### src/rtl/rr_arb_pkg.sv
// Shared types and helpers for the 8-way round-robin arbiter.
// The priority search is a pure function, so the FSM can stay compact.
package rr_arb_pkg;

  localparam int NUM_REQ = 8;
  localparam int IDX_W   = 3;

  typedef enum logic {IDLE, GRANT} state_t;

  // Returns the first requesting client at or after ptr (wrapping 7->0).
  // The loop walks downward in distance, so the closest requester is written last and wins.
  function automatic logic [IDX_W-1:0] rr_pick(input logic [NUM_REQ-1:0] req,
                                              input logic [IDX_W-1:0]   ptr);
    logic [IDX_W-1:0] idx;
    logic [IDX_W-1:0] pick;
    pick = ptr;
    for (int k = NUM_REQ - 1; k >= 0; k--) begin
      idx = ptr + IDX_W'(k);
      if (req[idx]) pick = idx;
    end
    return pick;
  endfunction

endpackage

### src/rtl/rr_arb8_if.sv
// Client-facing bundle of the arbiter: requests and release in, grant status out.
interface rr_arb8_if;
  import rr_arb_pkg::*;

  logic [NUM_REQ-1:0] req;
  logic               done;
  logic [NUM_REQ-1:0] gnt;
  logic [IDX_W-1:0]   gnt_idx;
  logic               gnt_vld;
  logic               timeout;

  modport master (output req, done, input gnt, gnt_idx, gnt_vld, timeout);
  modport slave  (input req, done, output gnt, gnt_idx, gnt_vld, timeout);
endinterface

### src/rtl/dec3_8.sv
// 3-to-8 one-hot decoder used to turn a client index into a select strobe.
module dec3_8 (
  input  logic [2:0] sel,
  output logic [7:0] dec
);
  assign dec = 8'd1 << sel;
endmodule

### src/rtl/rr_arb8.sv
// 8-requester round-robin arbiter with done / request-drop / hold-timeout release.
//   state | meaning
//   IDLE  | no grant; search from ptr for the next requester
//   GRANT | gnt_idx owns the resource until done, req drop or MAX_HOLD
module rr_arb8 #(
  parameter int HOLD_W   = 4,
  parameter int MAX_HOLD = 15
) (
  input  logic      clk,
  input  logic      rst_n,
  rr_arb8_if.slave  arb
);
  import rr_arb_pkg::*;

  localparam logic [HOLD_W-1:0] HOLD_LIMIT = HOLD_W'(MAX_HOLD);

  state_t             state;
  logic [IDX_W-1:0]   ptr;
  logic [IDX_W-1:0]   gnt_idx_q;
  logic               gnt_vld_q;
  logic               timeout_q;
  logic [HOLD_W-1:0]  hold_cnt;
  logic [IDX_W-1:0]   pick;
  logic [NUM_REQ-1:0] dec_out;
  logic               rel_now;
  logic               rel_timeout;

  assign pick = rr_pick(arb.req, ptr);

  // done outranks the timeout, so a coincident done never pulses timeout.
  always_comb begin
    rel_now     = 1'b0;
    rel_timeout = 1'b0;
    if (state == GRANT) begin
      if (arb.done || !arb.req[gnt_idx_q]) begin
        rel_now = 1'b1;
      end else if (hold_cnt == HOLD_LIMIT) begin
        rel_now     = 1'b1;
        rel_timeout = 1'b1;
      end
    end
  end

  always_ff @(posedge clk or negedge rst_n) begin
    if (!rst_n) begin
      state     <= IDLE;
      ptr       <= '0;
      gnt_idx_q <= '0;
      gnt_vld_q <= 1'b0;
      timeout_q <= 1'b0;
      hold_cnt  <= '0;
    end else begin
      timeout_q <= 1'b0;
      case (state)
        IDLE: begin
          if (|arb.req) begin
            gnt_idx_q <= pick;
            gnt_vld_q <= 1'b1;
            hold_cnt  <= HOLD_W'(1);
            state     <= GRANT;
          end
        end
        GRANT: begin
          if (rel_now) begin
            gnt_vld_q <= 1'b0;
            ptr       <= gnt_idx_q + IDX_W'(1);
            hold_cnt  <= '0;
            timeout_q <= rel_timeout;
            state     <= IDLE;
          end else if (hold_cnt != HOLD_LIMIT) begin
            hold_cnt <= hold_cnt + HOLD_W'(1);
          end
        end
        default: state <= IDLE;
      endcase
    end
  end

  dec3_8 u_dec (
    .sel (gnt_idx_q),
    .dec (dec_out)
  );

  assign arb.gnt     = gnt_vld_q ? dec_out : '0;
  assign arb.gnt_idx = gnt_idx_q;
  assign arb.gnt_vld = gnt_vld_q;
  assign arb.timeout = timeout_q;

endmodule

### src/flat_wrapper.sv
// flat-port wrapper written by rule: the top's interface ports become plain ports
module rr_arb8_flat import rr_arb_pkg::*;
#(
  parameter int HOLD_W   = 4,
  parameter int MAX_HOLD = 15
)
  (clk, rst_n, arb_req, arb_done, arb_gnt, arb_gnt_idx, arb_gnt_vld, arb_timeout);
  rr_arb8_if arb_i ();
  input  logic clk;
  input  logic rst_n;
  input wire logic [$bits(arb_i.req)-1:0] arb_req;
  input wire logic [$bits(arb_i.done)-1:0] arb_done;
  output wire logic [$bits(arb_i.gnt)-1:0] arb_gnt;
  output wire logic [$bits(arb_i.gnt_idx)-1:0] arb_gnt_idx;
  output wire logic [$bits(arb_i.gnt_vld)-1:0] arb_gnt_vld;
  output wire logic [$bits(arb_i.timeout)-1:0] arb_timeout;
  assign arb_i.req = arb_req;
  assign arb_i.done = arb_done;
  assign arb_gnt = arb_i.gnt;
  assign arb_gnt_idx = arb_i.gnt_idx;
  assign arb_gnt_vld = arb_i.gnt_vld;
  assign arb_timeout = arb_i.timeout;
  rr_arb8 #(.HOLD_W(HOLD_W), .MAX_HOLD(MAX_HOLD)) u_core (.clk(clk), .rst_n(rst_n), .arb(arb_i));
endmodule
### config.mk
export PLATFORM = sky130hd
export DESIGN_NAME = rr_arb8_flat
export DESIGN_NICKNAME = d
export VERILOG_FILES = /design/src/rtl/rr_arb_pkg.sv /design/src/rtl/rr_arb8_if.sv /design/src/rtl/dec3_8.sv /design/src/rtl/rr_arb8.sv /design/src/flat_wrapper.sv
export SDC_FILE = /design/constraint.sdc
export NUM_CORES = 1
export LEC_CHECK = 0
export BUFFER_PORTS_ARGS = -buffer_cell sky130_fd_sc_hd__buf_4
export CORE_MARGIN = 8
export CORE_UTILIZATION = 40
export DETAILED_ROUTE_END_ITERATION = 8
export PLACE_DENSITY = 0.57
export SKIP_CTS_REPAIR_TIMING = 1
export SYNTH_ARGS = -nofsm -noshare
export SYNTH_HDL_FRONTEND = slang
export SYNTH_SLANG_ARGS = --single-unit
### constraint.sdc
create_clock -name clk -period 3 [get_ports clk]
set_input_delay 0.3 -clock clk [delete_from_list [all_inputs] [get_ports clk]]
set_output_delay 0.3 -clock clk [all_outputs]
set_load 0.05 [all_outputs]
==> impl_metrics.csv <==
group,metric,value,unit
grt,gr-usage-all-layers,13.6,%
routing,viasPerCell,5.98,
worst_setup_path,reg2reg_slack,390,ps
die,ios,24,
worst_setup_path,r2r_start,"u_core.ptr[0]",
timing,max_slew_margin,70.0,%
die,chipWidth,78.2,um
cts,path_clk_slew,60,ps
timing,finalCriticalPeriod,2610,ps
routing,drc,0,
die,core,3690,sq um
worst_hold_path,hp-class,"in2reg",
worst_setup_path,crit_type,"reg2reg",
routing,firstDrtPassIters,4,
pwr,fin_total_pwr,2.37,mW
worst_setup_path,cp.arrival,2730,ps
worst_setup_path,cp_cell_sequence,"inv_1 > ha_1 > mux4_2 > mux2_4 > a2111oi_4 > o21bai_1 > o311ai_1 > a31oi_1",
timing,tightestPinTransition,451,ps
worst_setup_path,worst-path-max-fanout,9,
grt,antenna_found_initial,0,
pwr,power_density,1300,nW/um^2
synthesis,syn_area,1550,sq um
cells_and_area,nNetsFinal,214,
timing,max_freq,384,MHz
timing,setup_viol,0,
synthesis,synth-edff-count,0,
cts,cts_tree,"done",
synthesis,ys_ff_latch,13,
synthesis,synth_cell_types,42,
status,status,"completed",
synthesis,synth_nets,187,
cts,cts_max_level,1,
grt,grt_max_degree,21,
synthesis,yosys.area.top_type,"dfrtp_1",
placed_design,globalplace.congestion,0.844,
cts,clk_latency,240,ps
routing,drt-total-wl,4140,um
cells_and_area,area_delta_synth_final,17.9,%
worst_setup_path,cp.depth,8,
timing,finalCritPeriodShare,86.9,%
worst_setup_path,cp.buffers_inverters,1,
timing,setup-tns-final,0,ps
cts,cts.sinks,13,
timing,finalHoldWorstSlack,398,ps
grt,overflow,0,
grt,grt_pass1_vias,1384,
placed_design,io_buffers,23,
cts,cts_made_buffers,3,
synthesis,synth_top_area_share,21.0,%
placed_design,dpl.hpwl,3150,um
synthesis,synth.area.top_cells,"dfrtp_1, mux4_2, ha_1",
die,rows,22,
die,die_area,6120,sq um
routing,vias,1441,
timing,rsz0062_at_grt,"false",
synthesis,ys_warn_count,0,
pwr,p_leak,0.820,nW
synthesis,synth_flop_cell,"dfrtp_1",
worst_setup_path,critPathLaunch,"u_core.ptr[0]",
die,die_height,78.2,um
cells_and_area,n_fill_cell,365,
timing,clock_skew,2.97,ps
timing,hold_viol_final,0,
worst_setup_path,cp-end-kind,"flop",
cts,cts.path.max_buffers,2,
worst_setup_path,slowest_stage,"mux4_2",
worst_setup_path,endpoint,"u_core.arb.gnt_idx[1]",
pwr,ir_worst_vdd,0.587,mV
cells_and_area,n_antenna_cell,0,
synthesis,synth_cells,167,
worst_setup_path,cp.required,3120,ps
routing,routedWlPerCell,17.2,um
cells_and_area,layout-drive-gt1-share,26.4,%
worst_setup_path,crit_path_start_kind,"flop",
worst_setup_path,rr_worst_depth,8,
job,cap_violations,0,
synthesis,syn_avg_cell_area,9.28,sq um
cts,ctsRootBufferMaster,"clkbuf_8",
worst_setup_path,r2r-end,"u_core.arb.gnt_idx[1]",
worst_setup_path,slowest_delay,610,ps
grt,grt_pass1_wl,6910,um
die,start_util,42.0,%
routing,ant_nets,0,
synthesis,synth_seq_area_share,21.0,%
worst_setup_path,cpLargestDelayFamily,"multiplexers",
timing,slew_viol_final,0,
synthesis,synthArstFlopShare,100,%
routing,drt-initial-drc-count,81,
==> kinds of logic after synthesis <==
group / synth area share (%)
xor+xnor: 1.13
simple gates: 17.9
fa+ha+maj: 7.27
mux: 29.2
buf+inv: 5.73
compound gates: 17.8
flops: 21.0
==> worst min-delay path, cell delays in order <==
cell and delay, ps:
buf_4 90, a211o_1 150, nor2_1 60
==> power breakdown <==
group | total [mW] | leakage (nW) | switching [mW] | internal (mW)
Combinational | 1.85 | 0.634 | 1.05 | 0.798
Clock | 0.157 | 0.0228 | 0.0629 | 0.0938
Sequential | 0.368 | 0.163 | 0.122 | 0.246
==> cells in the mapped netlist (2+ instances only) <==
| cell type | count |
|---|---|
| nor3_1 | 3 |
| nand3_1 | 7 |
| nand2b_1 | 2 |
| o22ai_1 | 2 |
| mux2_2 | 5 |
| clkbuf_1 | 2 |
| buf_6 | 2 |
| a31oi_1 | 2 |
| dfrtp_1 | 13 |
| ha_1 | 9 |
| and2_1 | 7 |
| o21ai_0 | 5 |
| o211ai_1 | 2 |
| nand2_1 | 21 |
| mux4_2 | 12 |
| nor2_1 | 6 |
| mux2i_1 | 11 |
| nor2b_1 | 2 |
| and3_1 | 3 |
| a21oi_1 | 12 |
| inv_1 | 12 |
| nor4_1 | 3 |
| a211o_1 | 2 |
| buf_2 | 2 |
| xor2_1 | 2 |
| a22oi_1 | 2 |
==> layout make-up <==
class	count	area, sq um	area share, %
clock buffer	4	45.0	2.47
tap	48	60.1	3.29
timing repair buffer	28	213	11.6
inverter	13	48.8	2.67
sequential	13	325	17.8
multi-input combinational	135	1130	62.1
==> cells in the final DEF (no fill, tap or decap), types with 2 or more instances in the layout <==
| cell type | instances |
|---|---|
| a211o_1 | 2 |
| a21oi_1 | 12 |
| a22oi_1 | 2 |
| a31oi_1 | 2 |
| and2_1 | 7 |
| and3_1 | 3 |
| buf_4 | 27 |
| clkbuf_8 | 3 |
| dfrtp_1 | 13 |
| ha_1 | 9 |
| inv_1 | 12 |
| mux2_2 | 5 |
| mux2i_1 | 11 |
| mux4_2 | 12 |
| nand2_1 | 21 |
| nand2b_1 | 2 |
| nand3_1 | 7 |
| nor2_1 | 6 |
| nor2b_1 | 2 |
| nor3_1 | 3 |
| nor4_1 | 3 |
| o211ai_1 | 2 |
| o21ai_0 | 5 |
| o22ai_1 | 2 |
| xor2_1 | 2 |
==> metrics by stage <==
| step | cells | util, % | cell area, sq um | worst slack [ps] |
|---|---|---|---|---|
| 3_5_place_dp | 236 | 48.0 | 1770 | 416 |
| 3_3_place_gp | 236 | 48.0 | 1770 | 440 |
| 4_1_cts | 240 | 49.3 | 1820 | 398 |
| 5_1_grt | 241 | 49.5 | 1830 | 251 |
| 2_1_floorplan | 167 | - | 1550 | 361 |
| 6_report | 241 | 49.5 | 1830 | 393 |
==> registers in the layout, summed over array words and instances, names as in the netlist <==
| name | cells |
|---|---|
| u_core.ptr | 3 |
| u_core.hold_cnt | 4 |
| u_core.arb.gnt_vld | 1 |
| u_core.arb.timeout | 1 |
| u_core.state | 1 |
| u_core.arb.gnt_idx | 3 |
==> layer usage <==
metal	track usage [%]	vias up	wire, um
li1	-	681	-
met1	16.8	714	1810
met2	22.0	39	2010
met3	3.76	7	251
met4	5.00	0	67
met5	0	-	0
==> worst min-delay path by stage <==
stage	startpoint	to	cells past startpoint
5_1_grt	arb_done	u_core.arb.timeout	3
3_5_place_dp	rst_n	u_core.arb.gnt_idx[0]	1
4_1_cts	rst_n	u_core.arb.gnt_idx[0]	1
6_report	arb_done	u_core.arb.timeout	3
2_1_floorplan	rst_n	u_core.arb.gnt_idx[0]	0
3_3_place_gp	rst_n	u_core.arb.gnt_idx[0]	1
(Power assumes the default switching activity.)
